## src/rtl/run_monitor_if.sv

```systemverilog
// run_monitor_if: run-control and statistics bundle between a harness and run_monitor.
//   start        : begin a run (honoured only when no run is in progress)
//   cpu_done     : CPU halt level
//   commit_valid : one bit per instruction retiring this cycle
//   flush        : pipeline flush / redirect this cycle
//   busy, finished, timed_out, end_pulse : run status
//   cycle_count, retire_count, flush_count, max_idle : run statistics
// master = harness side, slave = monitor side.
interface run_monitor_if #(
  parameter int unsigned CYCLE_WIDTH  = 32,
  parameter int unsigned COMMIT_WIDTH = 2
);
  logic                    start;
  logic                    cpu_done;
  logic [COMMIT_WIDTH-1:0] commit_valid;
  logic                    flush;
  logic                    busy;
  logic                    finished;
  logic                    timed_out;
  logic                    end_pulse;
  logic [CYCLE_WIDTH-1:0]  cycle_count;
  logic [CYCLE_WIDTH-1:0]  retire_count;
  logic [CYCLE_WIDTH-1:0]  flush_count;
  logic [CYCLE_WIDTH-1:0]  max_idle;

  modport master (
    output start, cpu_done, commit_valid, flush,
    input  busy, finished, timed_out, end_pulse,
    input  cycle_count, retire_count, flush_count, max_idle
  );

  modport slave (
    input  start, cpu_done, commit_valid, flush,
    output busy, finished, timed_out, end_pulse,
    output cycle_count, retire_count, flush_count, max_idle
  );
endinterface

```

## src/rtl/run_monitor.sv

```systemverilog
// run_monitor: run controller and statistics for the core bring-up harness.
// Tracks a run from start through cpu_done, an optional drain window and a
// watchdog timeout, and keeps saturating cycle/retire/flush counters.
// Ports:
//   clk, rst_n : clock, asynchronous active-low reset
//   mon        : run_monitor_if.slave (controls in, status/statistics out)
// Optional feature macro: RUN_MONITOR_IDLE_TRACK_EN builds the idle-streak
// tracker behind max_idle; without it max_idle reads 0.
// All outputs are registered.
module run_monitor #(
  parameter int unsigned CYCLE_WIDTH    = 32,
  parameter int unsigned COMMIT_WIDTH   = 2,
  parameter int unsigned TIMEOUT_CYCLES = 100000,
  parameter int unsigned DRAIN_CYCLES   = 4
) (
  input logic          clk,
  input logic          rst_n,
  run_monitor_if.slave mon
);

  localparam int unsigned POP_W   = $clog2(COMMIT_WIDTH + 1);
  localparam int unsigned DRAIN_W = (DRAIN_CYCLES > 1) ? $clog2(DRAIN_CYCLES) : 1;
  localparam int unsigned TIMEOUT_LAST_I = (TIMEOUT_CYCLES == 0) ? 0 : TIMEOUT_CYCLES - 1;
  localparam int unsigned DRAIN_LOAD_I   = (DRAIN_CYCLES == 0) ? 0 : DRAIN_CYCLES - 1;
  localparam logic [CYCLE_WIDTH-1:0] TIMEOUT_LAST = CYCLE_WIDTH'(TIMEOUT_LAST_I);
  localparam logic [DRAIN_W-1:0]     DRAIN_LOAD   = DRAIN_W'(DRAIN_LOAD_I);

  typedef enum logic [2:0] {
    S_IDLE    = 3'd0,
    S_RUN     = 3'd1,
    S_DRAIN   = 3'd2,
    S_DONE    = 3'd3,
    S_TIMEOUT = 3'd4
  } state_e;

  state_e                 state_q, state_d;
  logic [DRAIN_W-1:0]     drain_q, drain_d;
  logic [CYCLE_WIDTH-1:0] cycle_q, cycle_d;
  logic [CYCLE_WIDTH-1:0] retire_q, retire_d;
  logic [CYCLE_WIDTH-1:0] flush_cnt_q, flush_cnt_d;
  logic                   busy_q, busy_d;
  logic                   finished_q, finished_d;
  logic                   timed_out_q, timed_out_d;
  logic                   end_pulse_q, end_pulse_d;

  logic [POP_W-1:0]       commits_c;
  logic                   counting_c;
  logic                   start_ok_c;

  // Saturating add; the carry-out bit marks overflow past all-ones.
  function automatic logic [CYCLE_WIDTH-1:0] sat_add(
    input logic [CYCLE_WIDTH-1:0] a,
    input logic [POP_W-1:0]       b
  );
    logic [CYCLE_WIDTH:0] s;
    s = {1'b0, a} + (CYCLE_WIDTH+1)'(b);
    return s[CYCLE_WIDTH] ? {CYCLE_WIDTH{1'b1}} : s[CYCLE_WIDTH-1:0];
  endfunction

  // Number of instructions retiring this cycle.
  always_comb begin
    commits_c = '0;
    for (int i = 0; i < COMMIT_WIDTH; i++) begin
      commits_c = commits_c + POP_W'(mon.commit_valid[i]);
    end
  end

  assign counting_c = (state_q == S_RUN) || (state_q == S_DRAIN);
  assign start_ok_c = mon.start &&
                      ((state_q == S_IDLE) || (state_q == S_DONE) || (state_q == S_TIMEOUT));

  // Next-state, counters and registered status.
  always_comb begin
    state_d     = state_q;
    drain_d     = drain_q;
    cycle_d     = cycle_q;
    retire_d    = retire_q;
    flush_cnt_d = flush_cnt_q;

    unique case (state_q)
      S_IDLE, S_DONE, S_TIMEOUT: begin
        if (mon.start) state_d = S_RUN;
      end
      S_RUN: begin
        // cpu_done takes priority over a watchdog expiry in the same cycle.
        if (mon.cpu_done) begin
          if (DRAIN_CYCLES == 0) begin
            state_d = S_DONE;
          end else begin
            state_d = S_DRAIN;
            drain_d = DRAIN_LOAD;
          end
        end else if ((TIMEOUT_CYCLES != 0) && (cycle_q == TIMEOUT_LAST)) begin
          state_d = S_TIMEOUT;
        end
      end
      S_DRAIN: begin
        if (drain_q == '0) state_d = S_DONE;
        else               drain_d = drain_q - DRAIN_W'(1);
      end
      default: state_d = S_IDLE;
    endcase

    if (start_ok_c) begin
      drain_d     = '0;
      cycle_d     = '0;
      retire_d    = '0;
      flush_cnt_d = '0;
    end else if (counting_c) begin
      cycle_d     = sat_add(cycle_q, POP_W'(1));
      retire_d    = sat_add(retire_q, commits_c);
      flush_cnt_d = sat_add(flush_cnt_q, POP_W'(mon.flush));
    end

    busy_d      = (state_d == S_RUN) || (state_d == S_DRAIN);
    finished_d  = (state_d == S_DONE);
    timed_out_d = (state_d == S_TIMEOUT);
    end_pulse_d = counting_c && ((state_d == S_DONE) || (state_d == S_TIMEOUT));
  end

  // State and statistics registers.
  always_ff @(posedge clk or negedge rst_n) begin
    if (!rst_n) begin
      state_q     <= S_IDLE;
      drain_q     <= '0;
      cycle_q     <= '0;
      retire_q    <= '0;
      flush_cnt_q <= '0;
      busy_q      <= 1'b0;
      finished_q  <= 1'b0;
      timed_out_q <= 1'b0;
      end_pulse_q <= 1'b0;
    end else begin
      state_q     <= state_d;
      drain_q     <= drain_d;
      cycle_q     <= cycle_d;
      retire_q    <= retire_d;
      flush_cnt_q <= flush_cnt_d;
      busy_q      <= busy_d;
      finished_q  <= finished_d;
      timed_out_q <= timed_out_d;
      end_pulse_q <= end_pulse_d;
    end
  end

`ifdef RUN_MONITOR_IDLE_TRACK_EN
  logic [CYCLE_WIDTH-1:0] streak_q, streak_d;
  logic [CYCLE_WIDTH-1:0] max_idle_q, max_idle_d;

  // Current zero-commit streak and its high-water mark.
  always_comb begin
    streak_d   = streak_q;
    max_idle_d = max_idle_q;
    if (start_ok_c) begin
      streak_d   = '0;
      max_idle_d = '0;
    end else if (counting_c) begin
      streak_d   = (commits_c == '0) ? sat_add(streak_q, POP_W'(1)) : '0;
      max_idle_d = (streak_d > max_idle_q) ? streak_d : max_idle_q;
    end
  end

  always_ff @(posedge clk or negedge rst_n) begin
    if (!rst_n) begin
      streak_q   <= '0;
      max_idle_q <= '0;
    end else begin
      streak_q   <= streak_d;
      max_idle_q <= max_idle_d;
    end
  end

  assign mon.max_idle = max_idle_q;
`else
  assign mon.max_idle = '0;
`endif

  assign mon.busy         = busy_q;
  assign mon.finished     = finished_q;
  assign mon.timed_out    = timed_out_q;
  assign mon.end_pulse    = end_pulse_q;
  assign mon.cycle_count  = cycle_q;
  assign mon.retire_count = retire_q;
  assign mon.flush_count  = flush_cnt_q;

endmodule
```

## src/flat_wrapper.sv

```systemverilog
// flat-port wrapper written by rule: the top's interface ports become plain ports
module run_monitor_flat 
#(
  parameter int unsigned CYCLE_WIDTH    = 32,
  parameter int unsigned COMMIT_WIDTH   = 2,
  parameter int unsigned TIMEOUT_CYCLES = 100000,
  parameter int unsigned DRAIN_CYCLES   = 4
)
  (clk, rst_n, mon_start, mon_cpu_done, mon_commit_valid, mon_flush, mon_busy, mon_finished, mon_timed_out, mon_end_pulse, mon_cycle_count, mon_retire_count, mon_flush_count, mon_max_idle);
  run_monitor_if #(.CYCLE_WIDTH(CYCLE_WIDTH), .COMMIT_WIDTH(COMMIT_WIDTH)) mon_i ();
  input logic clk;
  input logic rst_n;
  input wire logic [$bits(mon_i.start)-1:0] mon_start;
  input wire logic [$bits(mon_i.cpu_done)-1:0] mon_cpu_done;
  input wire logic [$bits(mon_i.commit_valid)-1:0] mon_commit_valid;
  input wire logic [$bits(mon_i.flush)-1:0] mon_flush;
  output wire logic [$bits(mon_i.busy)-1:0] mon_busy;
  output wire logic [$bits(mon_i.finished)-1:0] mon_finished;
  output wire logic [$bits(mon_i.timed_out)-1:0] mon_timed_out;
  output wire logic [$bits(mon_i.end_pulse)-1:0] mon_end_pulse;
  output wire logic [$bits(mon_i.cycle_count)-1:0] mon_cycle_count;
  output wire logic [$bits(mon_i.retire_count)-1:0] mon_retire_count;
  output wire logic [$bits(mon_i.flush_count)-1:0] mon_flush_count;
  output wire logic [$bits(mon_i.max_idle)-1:0] mon_max_idle;
  assign mon_i.start = mon_start;
  assign mon_i.cpu_done = mon_cpu_done;
  assign mon_i.commit_valid = mon_commit_valid;
  assign mon_i.flush = mon_flush;
  assign mon_busy = mon_i.busy;
  assign mon_finished = mon_i.finished;
  assign mon_timed_out = mon_i.timed_out;
  assign mon_end_pulse = mon_i.end_pulse;
  assign mon_cycle_count = mon_i.cycle_count;
  assign mon_retire_count = mon_i.retire_count;
  assign mon_flush_count = mon_i.flush_count;
  assign mon_max_idle = mon_i.max_idle;
  run_monitor #(.CYCLE_WIDTH(CYCLE_WIDTH), .COMMIT_WIDTH(COMMIT_WIDTH), .TIMEOUT_CYCLES(TIMEOUT_CYCLES), .DRAIN_CYCLES(DRAIN_CYCLES)) u_core (.clk(clk), .rst_n(rst_n), .mon(mon_i));
endmodule
```

## config.mk

```make
export PLATFORM = sky130hd
export DESIGN_NAME = run_monitor_flat
export DESIGN_NICKNAME = d
export VERILOG_FILES = /design/src/rtl/run_monitor_if.sv /design/src/rtl/run_monitor.sv /design/src/flat_wrapper.sv
export SDC_FILE = /design/constraint.sdc
export NUM_CORES = 1
export LEC_CHECK = 0
export ABC_AREA = 1
export BUFFER_PORTS_ARGS = -buffer_cell sky130_fd_sc_hd__clkbuf_2
export CORE_MARGIN = 1
export CORE_UTILIZATION = 40
export CTS_BUF_LIST = sky130_fd_sc_hd__clkbuf_4 sky130_fd_sc_hd__clkbuf_8
export DETAILED_ROUTE_END_ITERATION = 16
export PLACE_DENSITY = 0.7
export REMOVE_ABC_BUFFERS = 1
export SYNTH_ARGS = -nofsm -noshare
export SYNTH_HDL_FRONTEND = slang
export SYNTH_SLANG_ARGS = --single-unit
```

## constraint.sdc

```tcl
create_clock -name clk -period 6.4 [get_ports clk]
set_clock_uncertainty 0.1 [all_clocks]
set_input_delay 1.28 -clock clk [delete_from_list [all_inputs] [get_ports clk]]
set_output_delay 1.28 -clock clk [all_outputs]
set_load 0.02 [all_outputs]
```

==> metrics.md, run 1 <==
| Metric | Value |
|---|---|
| 1st-iter DRT viols | `about 510` |
| Hold Buf Count CTS | `0` |
| CTS clk-pin slew, worst paths | `0.11 ns` |
| Status | `finished, final reports clean` |
| Area grow syn2layout | `10.2%` |
| Clock Tree Root | `clkbuf_8` |
| Dpl hpwl | `15,600 um` |
| Num ports | `139` |
| Pwr/cell area | `297 mW/mm2` |
| Worst Setup Start Kind | `primary input` |
| WP data required | `6.62 ns` |
| Die area | `0.0195 mm2` |
| GP Congestion | `0.936` |
| Post-route ant nets | `0` |
| Final setup vio count | `0` |
| FMAX | `about 0.29 GHz` |
| Synthesized cell area | `~0.0076 mm2` |
| Clk buf depth | `2` |
| Final Hold Vio Count | `0` |
| CP Class | `in -> reg` |
| Worst setup EP type | `register` |
| Fin area | `0.00835 mm2` |
| Initial Utilization | `41.5%` |
| Initial antenna violation count | `0` |
| Clock H-tree levels | `3` |
| RSZ-0062 raised after global routing | `false` |
| Peak VDD IR | `between 0.2 and 0.3 mV` |
| Cells after DPL | `1,474` |
| R2R Path Start | `u_core.mon.retire_count[0]` |
| Clk_lat worst skew | `0.39 ns` |
| Yosys reg bits | `105` |
| Drt first pass iters | `7` |
| Synthesized instance count | `1,165` |
| Hold Crit Start | `u_core.mon.flush_count[31]` |
| Gate power share | `43.1%` |
| Fin crit share | `54.3%` |
| First-pass GRT wire length | `34,700 um` |
| Sequential fraction of design power | `37.2%` |
| Clock power share | `around 20%` |
| GRT Util Overall | `22.2%` |
| Port bufs | `106` |
| Vias in the first global route | `a little under 7k` |
| Leakage power figure | `3.96 nW` |
| Setup tns final | `0 ns` |
| Number of placement rows | `between 40 and 50` |
| Die width | `between 100 and 150 um` |
| WL/cell | `14.2 um` |
| Critical Path Start | `mon_commit_valid[0]` |
| Rel. slew slack | `43.2%` |
| Final Max Tran Viols | `0` |
| R2r setup slk | `around 3.5 ns` |
| Vias/cell | `a little over 5` |
| Clock Sinks | `105` |
| Maxcap violations | `0` |
| Core Area | `0.0183 mm2` |
| Least-Margin Pin Slew | `approximately 0.85 ns` |
| Antenna cells | `0` |
| Place WS | `2.53 ns` |
| Layout cell share with drive strength beyond 1 | `14.5%` |
| Reg2Reg Depth | `12` |
| Final nets | `1,269` |
| DRC | `0` |
| Post-synthesis sequential area ratio | `34.7%` |
| Placed inst area | `about 0.0081 mm2` |
| Worst min-delay path class | `reg -> reg` |
| Netlist cell types | `35` |
| CTS tree | `yes` |
| Avg Inst Size Synth | `6.51 um2` |
| Setup Buffers After CTS | `0` |
| Worst Path Arrival | `approximately 3.7 ns` |
| Synth warnings | `0` |
| Post-CTS Resized | `0` |
| Cts bufs inserted | `9` |
| Hold Path Stages | `2` |
| Final min period | `about 3.5 ns` |
| Post-Layout Cell Count | `1,490` |
| Total gr overflow | `0` |
| Cell Int Power | `1.28 mW` |
| Sw frac | `48.4%` |
| Vias | `7,531` |
| Final wirelength | `between 20,000 and 25,000 um` |
| Setup ws final | `2.93 ns` |
| Pin count of the biggest net entering global routing | `65` |
| Die span in y | `140 um` |
| Net Sw Power | `1.20 mW` |
| Worst-path maximum fanout | `30` |
## sequential cells by signal, indices dropped and copies added (netlist names)
signal and flops:
u_core.mon.finished 1, u_core.mon.retire_count 32, u_core.mon.timed_out 1, u_core.mon.end_pulse 1, u_core.state_q 3, u_core.mon.flush_count 32, u_core.mon.cycle_count 32, u_core.mon.busy 1
u_core.drain_q 2
## per-layer routing
metal,part of all wire [%],global-route usage (%)
met2,47,37.2
met4,1.8,6.02
met1,46,29.5
met5,0,0
met3,6.0,3.92
## power by group through the flow
stage	registers, mW	clock network (mW)	logic [mW]
floorplan	1.01	0	0.592
global placement	0.930	0	1.06
detailed placement	0.931	0	1.08
CTS	0.919	0.509	1.08
global route	0.939	0.530	1.19
finish	0.922	0.489	1.07
## critical path, cell delays in order
cell	delay, ns
clkbuf_2	0.08
inv_1	0.04
fa_1	0.48
inv_1	0.15
ha_1	0.18
nand2_1	0.13
nor2_4	0.17
nand2_1	0.13
nor2_2	0.21
nand2_2	0.41
nand3_1	0.26
nand2_1	0.09
o21ai_2	0.09
## worst paths after layout
kind | endpoint
setup / recovery | u_core.mon.retire_count[19]
hold / removal | u_core.mon.flush_count[31]
setup reg to reg | u_core.mon.retire_count[19]
hold reg to reg | u_core.mon.flush_count[31]
max in group asynchronous | u_core.mon.timed_out
min in group asynchronous | u_core.mon.retire_count[16]
## layout make-up
class | count | area, um2
sequential | 105 | 2630
tap | 229 | 287
fill | 1947 | 9920
inverter | 119 | 447
timing repair buffer | 109 | 556
clock inverter | 4 | 75.1
clock buffer | 12 | 159
multi-input combinational | 912 | 4200
## cells in the final DEF (no fill, tap or decap)
master / n
nand3_1: 93
clkbuf_2: 105
o21ai_2: 11
fa_1: 1
o21ai_1: 49
nor3_4: 2
nand4_2: 1
nor3_2: 14
clkbuf_8: 11
nor2_4: 5
conb_1: 32
bufinv_16: 2
nor3_1: 34
a21oi_1: 3
clkbuf_4: 1
nand3_2: 1
o22ai_1: 1
buf_4: 4
inv_1: 107
o311ai_1: 1
clkinvlp_4: 2
o21bai_1: 1
nand2_4: 1
xnor2_1: 3
inv_2: 11
nor2_2: 6
o21ai_0: 27
and2_1: 1
nor2_1: 122
clkinv_1: 1
dfrtp_1: 105
nand2_2: 6
ha_1: 5
nand2_1: 454
xor2_1: 28
nand3b_1: 5
nand4_1: 5
## synth_stat cells
library cell	instances	area (um2)
o21bai_1	1	7.51
nor2_4	5	56.3
nand4_1	5	31.3
clkinv_1	1	3.75
o21ai_0	27	135
nand4_2	1	12.5
buf_2	15	75.1
nand2_2	6	37.5
nand3_1	93	465
buf_6	6	67.6
nand2_1	455	1710
buf_4	37	278
nor3_4	2	32.5
clkbuf_2	1	5.00
nor3_2	14	140
inv_1	107	402
nand3b_1	5	37.5
o21ai_1	49	245
nor3_1	34	170
conb_1	1	3.75
nand3_2	1	10.0
nor2_2	6	37.5
clkbuf_1	1	3.75
inv_2	11	41.3
o22ai_1	1	6.26
and2_1	1	6.26
o21ai_2	11	96.3
fa_1	1	20.0
a21oi_1	3	15.0
nor2_1	122	458
ha_1	5	62.6
o311ai_1	1	8.76
xnor2_1	3	26.3
dfrtp_1	105	2630
xor2_1	28	245
## logic make-up after synthesis
kind of cell | Yosys count | synth area share, %
flops | 105 | 34.7
simple gates | 750 | 42.3
compound gates | 93 | 6.79
other cells | 1 | 0.0495
fa+ha+maj | 6 | 1.09
xor+xnor | 31 | 3.58
buf+inv | 179 | 11.6
## stage by stage
| step | power, mW | hold WS [ns] | util [%] |
|---|---|---|---|
| after global placement | 1.99 | 0.426 | 44.4 |
| final | 2.48 | 0.448 | 45.7 |
| after CTS | 2.51 | 0.456 | 45.7 |
| after detailed placement | 2.01 | 0.428 | 44.4 |
| after floorplan | 1.61 | 0.407 | - |
| after global routing | 2.66 | 0.478 | 45.7 |
(Power assumes the default switching activity.)
==> run 2: changes to the inputs <==
Clock period 6.4 ns to 3.3 ns, I/O delays scaled along.
==> run 2 against run 1 <==
Setup slack worse by 2.4 ns. Hold slack worse by 0.29 ns. Total power is 92% higher.
==> metrics.md, run 2 (synthesis results as in run 1) <==
| Metric | Value |
|---|---|
| Layout cell share with drive strength beyond 1 | `14.7% (+0.20 points)` |
| Maxcap violations | `0 (unchanged)` |
| 1st-iter DRT viols | `537 (+5.1%)` |
| Largest stage delay on the critical path | `0.51 ns (+0.03 ns)` |
| Clock power share | `18.6% (-1.1 points)` |
| Peak VDD IR | `0.461 mV (+61%)` |
| Initial antenna violation count | `0 (unchanged)` |
| Cts bufs inserted | `9 (unchanged)` |
| Reg2Reg Depth | `13 (+1)` |
| Initial Utilization | `41.5% (unchanged)` |
| Leakage power figure | `3.99 nW (+0.82%)` |
| Critical path cell sequence | `inv_1, fa_1, inv_1, ha_1, nand2_1, nor2_4, nand2_1, nor2_2, nand2_2, buf_12, nand3_1, nand2_1, o21ai_0` |
| Post-Layout Cell Count | `1,493 (+0.20%)` |
| Worst Setup Start Kind | `register` |
| Final Hold Vio Count | `0 (unchanged)` |
| R2r setup slk | `0.55 ns (-2.92 ns)` |
| Cells after DPL | `1,478 (+0.27%)` |
| CP max stage cell | `fa_1` |
| Dpl hpwl | `15,600 um (+0.32%)` |
| Final min period | `approximately 2.8 ns` |
| Clk_lat worst skew | `0.39 ns (about the same)` |
| R2R Path Start | `u_core.mon.retire_count[0]` |
| WP data required | `3.50 ns (-3.12 ns)` |
| Worst setup EP type | `register` |
| GP Congestion | `0.938 (+0.15%)` |
| Post-CTS Resized | `0 (unchanged)` |
| Final wirelength | `21,000 um (-0.48%)` |
| First-pass GRT wire length | `35,000 um (+0.77%)` |
| Post-route ant nets | `0 (unchanged)` |
| Die width | `140 um (unchanged)` |
| Area grow syn2layout | `10.8%` |
| Die area | `0.0195 mm2 (unchanged)` |
| Setup Buffers After CTS | `0 (unchanged)` |
| Least-Margin Pin Slew | `1.06 ns (+0.206 ns)` |
| Sw frac | `48.4% (about the same)` |
| Commonest cells after routing, fill and taps aside | `454 x nand2_1, 122 x nor2_1, 107 x inv_1` |
| CTS clk-pin slew, worst paths | `0.10 ns (about the same)` |
| Antenna cells | `0 (unchanged)` |
| CTS tree | `yes` |
| Pin count of the biggest net entering global routing | `97 (+49%)` |
| GRT Util Overall | `22.4% (+0.18 points)` |
| Worst R2R End | `u_core.mon.retire_count[26]` |
| Critical Path Most Common Cell | `nand2_1` |
| Clock Tree Root | `clkbuf_8` |
| Drt first pass iters | `5 (-2)` |
| Vias | `7,474 (-0.76%)` |
| Net Sw Power | `2.31 mW (+92%)` |
| Vias/cell | `5.01 (-0.96%)` |
| Gate power share | `44.1% (+1.0 points)` |
| Worst min-delay path class | `in -> async` |
| RSZ-0062 raised after global routing | `false` |
| Sequential fraction of design power | `37.3% (about the same)` |
| Total gr overflow | `0 (unchanged)` |
| Commonest non-fill, non-tap cell in the layout | `nand2_1` |
| WL/cell | `14.1 um (-0.68%)` |
| Util after Layout | `46.0% (+0.26 points)` |
| Cell Int Power | `2.46 mW (+92%)` |
| DRC | `0 (unchanged)` |
| Worst-path maximum fanout | `20 (-33%)` |
| Number of placement rows | `49 (unchanged)` |
| Clock Sinks | `105 (unchanged)` |
| Worst Path Arrival | `2.96 ns (-0.73 ns)` |
| Pwr/cell area | `569 mW/mm2 (+91%)` |
| Pwr Total | `4.77 mW (+92%)` |
| Clk buf depth | `2 (unchanged)` |
| Final Max Tran Viols | `0 (unchanged)` |
| FMAX | `approximately 0.36 GHz` |
| Fin crit share | `83.4%` |
| Die span in y | `140 um (unchanged)` |
| Core Area | `0.0183 mm2 (unchanged)` |
| Rel. slew slack | `29.7% (-14 points)` |
| Port bufs | `106 (unchanged)` |
| Hold Buf Count CTS | `0 (unchanged)` |
| Final nets | `1,273 (+0.32%)` |
| Vias in the first global route | `7,059 (+1.5%)` |
| Clock H-tree levels | `3 (unchanged)` |
| CP Class | `reg -> reg` |
| Status | `finished, final reports clean` |
| Num ports | `139 (unchanged)` |
| Setup tns final | `0 ns (unchanged)` |
| Final setup vio count | `0 (unchanged)` |
-- run 2: worst max-delay path by stage --
stage,startpoint,slack [ns],endpoint
floorplan,u_core.state_q[0],-0.42,u_core.mon.cycle_count[13]
global placement,mon_commit_valid[0],0.30,u_core.mon.retire_count[26]
detailed placement,mon_commit_valid[0],0.22,u_core.mon.retire_count[26]
CTS,u_core.mon.retire_count[0],0.55,u_core.mon.retire_count[26]
global route,u_core.mon.retire_count[0],0.32,u_core.mon.retire_count[7]
finish,u_core.mon.retire_count[0],0.55,u_core.mon.retire_count[26]
-- run 2: cell type report --
cell class,instances,area (um2)
timing repair buffer,113,623
sequential,105,2630
inverter,119,447
clock inverter,2,35.0
clock buffer,13,179
fill,1919,9870
tap,229,287
multi-input combinational,912,4200
-- run 2: critical path, delay by kind of cell (launching register included) --
kind,cells,cell delay (ns)
AOI/OAI and AO/OA,1,0.11
DFF,1,0.37
and+or+nand+nor,7,0.94
adders and majority gates,2,0.69
buffers and inverters,3,0.44
-- run 2: power by group through the flow --
stage,sequential (mW),combinational (mW),clock (mW)
finish,1.78,2.10,0.887
global route,1.82,2.36,0.955
floorplan,1.97,1.15,0
CTS,1.78,2.14,0.918
detailed placement,1.80,2.13,0
global placement,1.80,2.11,0
-- run 2: layer usage --
metal / vias up / part of all wire, % / global-route usage [%]
met1: 3423 / 46 / 29.6
met2: 239 / 46 / 36.7
met3: 32 / 5.5 / 3.96
met4: 0 / 2.4 / 7.98
li1: 3780 / - / -
met5: - / 0 / 0
-- run 2: stage by stage --
stage | worst slack, ns | hold WS [ns] | instance area (um2)
after floorplan | -0.425 | 0.264 | 7270
after detailed placement | 0.222 | 0.430 | 8180
after global placement | 0.296 | 0.426 | 8180
after global routing | 0.317 | 0.192 | 8400
after CTS | 0.547 | 0.174 | 8400
final | 0.549 | 0.156 | 8400
==> run 3: changes to the inputs <==
Settings changed: PLACE_DENSITY 0.7 to 0.72.
Clock period 3.3 ns to 2.3 ns, I/O delays scaled along.
==> run 3 against run 2 <==
Final area rose by 2.7%. Maximum frequency rose by 26%. Sequential share of layout area fell by 0.83 points. Clock power rose by 35%. Critical endpoint is now u_core.mon.retire_count[10]. Largest power group unchanged.
==> metrics.md, run 3 (synthesis results as in run 1) <==
| Metric | Value |
|---|---|
| Status | `finished, final reports clean` |
| First-pass GRT wire length | `35,800 um (+2.4%)` |
| Total gr overflow | `0 (unchanged)` |
| FMAX | `0.458 GHz (+26%)` |
| Worst setup EP type | `register` |
| Commonest cells after routing, fill and taps aside | `451 x nand2_1, 121 x nor2_1, 106 x inv_1` |
| Pwr/cell area | `809 mW/mm2 (+42%)` |
| DRC | `0 (unchanged)` |
| Worst-path maximum fanout | `3 (-85%)` |
| Fin area | `0.00863 mm2 (+2.7%)` |
| CTS clk-pin slew, worst paths | `0.11 ns (about the same)` |
| Clock Tree Root | `clkbuf_8` |
| Maxcap violations | `0 (unchanged)` |
| Number of placement rows | `49 (unchanged)` |
| Num ports | `139 (unchanged)` |
| WP data required | `2.49 ns (-1.01 ns)` |
| Vias | `7,649 (+2.3%)` |
| Multi-input gate area | `0.00427 mm2 (+1.7%)` |
| Worst Setup Start Kind | `register` |
| Clock power share | `17.1% (-1.5 points)` |
| Pin count of the biggest net entering global routing | `97 (unchanged)` |
| Final wirelength | `21,900 um (+4.2%)` |
| Core Area | `0.0183 mm2 (unchanged)` |
| WL/cell | `14.4 um (+2.6%)` |
| Util after Layout | `47.2% (+1.3 points)` |
| Cts bufs inserted | `9 (unchanged)` |
| GRT Util Overall | `22.9% (+0.55 points)` |
| Final Hold Vio Count | `0 (unchanged)` |
| CTS tree | `yes` |
| Net Sw Power | `3.45 mW (+49%)` |
| Initial antenna violation count | `0 (unchanged)` |
| 1st-iter DRT viols | `623 (+16%)` |
| Pwr Total | `6.98 mW (+46%)` |
| Post-route ant nets | `0 (unchanged)` |
| Final Max Tran Viols | `0 (unchanged)` |
| Least-Margin Pin Slew | `0.586 ns (-0.469 ns)` |
| Leakage power figure | `4.13 nW (+3.4%)` |
| Routing usage on met3 | `4.03% (+0.069 points)` |
| Port bufs | `106 (unchanged)` |
| Grt met2 use | `38.1% (+1.3 points)` |
| Peak VDD IR | `0.752 mV (+63%)` |
| Final min period | `2.18 ns (-0.567 ns)` |
| Drt first pass iters | `7 (+2)` |
| Antenna cells | `0 (unchanged)` |
| Final setup vio count | `0 (unchanged)` |
| Worst min-delay path class | `in -> reg` |
| Die width | `140 um (unchanged)` |
| Area grow syn2layout | `13.8%` |
| Fillers | `1,879 (-2.1%)` |
| Clk_lat worst skew | `0.40 ns (about the same)` |
| Rel. slew slack | `60.9% (+31 points)` |
| Fin crit share | `95.0% (+12 points)` |
| CP Class | `reg -> reg` |
| Global-route track usage on met1 | `30.2% (+0.60 points)` |
| Sw frac | `49.4% (+1.0 points)` |
| Setup tns final | `0 ns (unchanged)` |
| Vias/cell | `5.04 (+0.72%)` |
| Worst Path Arrival | `2.38 ns (-0.58 ns)` |
| Vias in the first global route | `7,072 (+0.18%)` |
| Placed inst area | `0.00834 mm2 (+1.9%)` |
| Die area | `0.0195 mm2 (unchanged)` |
| Cell Int Power | `3.53 mW (+43%)` |
| Die span in y | `140 um (unchanged)` |
| Commonest non-fill, non-tap cell in the layout | `nand2_1` |
| GP Congestion | `0.963 (+2.7%)` |
| Dpl hpwl | `16,300 um (+4.1%)` |
| Initial Utilization | `41.5% (unchanged)` |
| Sequential fraction of design power | `36.8% (-0.5 points)` |
| Layout cell share with drive strength beyond 1 | `16.9% (+2.2 points)` |
| FF/Latch Area | `0.00263 mm2 (unchanged)` |
| Gate power share | `46.1% (+2.0 points)` |
| Clock Sinks | `105 (unchanged)` |
| GRT busiest layer | `met2` |
| Clock H-tree levels | `3 (unchanged)` |
| Hold WS | `0.341 ns (+0.185 ns)` |
| Final nets | `1,296 (+1.8%)` |
| Clk buf depth | `2 (unchanged)` |
-- run 3: changes by cell type in the layout (fill, tap and decap cells not counted), moves of 2 or more --
cell | before | now
nand2_1 | 454 | 451
clkinvlp_4 | 0 | 2
buf_4 | 5 | 27
nand3_2 | 1 | 3
nor2_2 | 6 | 3
nand3_1 | 93 | 91
nor2_4 | 5 | 9
nand2_4 | 1 | 3
-- run 3: area by class of cell --
| cell class | instances | area share, % |
|---|---|---|
| tap | 229 | 3.32 |
| clock inverter | 3 | 0.276 |
| inverter | 119 | 5.18 |
| sequential | 105 | 30.5 |
| clock buffer | 13 | 2.00 |
| multi-input combinational | 912 | 49.5 |
| timing repair buffer | 136 | 9.25 |
-- run 3: power by group through the flow --
| stage | Clock [mW] | Sequential [mW] | Combinational (mW) |
|---|---|---|---|
| floorplan | 0 | 2.82 | 1.65 |
| global placement | 0 | 2.58 | 3.14 |
| detailed placement | 0 | 2.59 | 3.21 |
| CTS | 1.25 | 2.55 | 3.22 |
| global route | 1.31 | 2.62 | 3.56 |
| finish | 1.20 | 2.57 | 3.22 |
-- run 3: layer usage --
metal,up-vias,wire [um]
met2,277,10200
li1,3831,-
met3,30,1430
met1,3511,9840
met5,-,0
met4,0,387
-- run 3: path summary, 6_finish.rpt --
| check | start | to | slack [ns] | cells past startpoint |
|---|---|---|---|---|
| max | u_core.mon.retire_count[0] | u_core.mon.retire_count[10] | 0.12 | 13 |
| min | mon_start | u_core.state_q[1] | 0.34 | 2 |
| max reg2reg | u_core.mon.retire_count[0] | u_core.mon.retire_count[10] | 0.12 | 13 |
| min reg2reg | u_core.drain_q[1] | u_core.drain_q[1] | 0.45 | 2 |
| max in group asynchronous | rst_n | u_core.mon.cycle_count[22] | 0.95 | 3 |
| min in group asynchronous | rst_n | u_core.mon.retire_count[10] | 0.44 | 2 |
-- run 3: timing repair --
| action | in CTS | in global routing |
|---|---|---|
| setup buffers | 0 | 1 |
| pin swaps | 1 | 3 |
| setup endpoints to repair | 19 | 34 |
| endpoints found under the hold margin | 25 | 0 |
| gates resized for setup | 8 | 9 |
| hold buffers | 1 | 0 |
-- run 3: metrics by stage --
| stage | cells | worst slack [ns] |
|---|---|---|
| 2_1_floorplan | 1136 | -1.42 |
| 3_3_place_gp | 1499 | -0.211 |
| 3_5_place_dp | 1499 | -0.250 |
| 4_1_cts | 1516 | 0.0565 |
| 5_1_grt | 1517 | -0.0143 |
| 6_report | 1517 | 0.116 |
-- run 3: critical path, stage by stage (launching register included) --
cell	delay (ns)
dfrtp_1	0.36
inv_1	0.07
fa_2	0.40
inv_2	0.09
ha_4	0.14
nand2_4	0.07
nor2_4	0.14
nand2_4	0.08
nor2_4	0.17
buf_4	0.14
xor2_1	0.15
nand2_1	0.06
nand2_1	0.05
o21ai_1	0.06
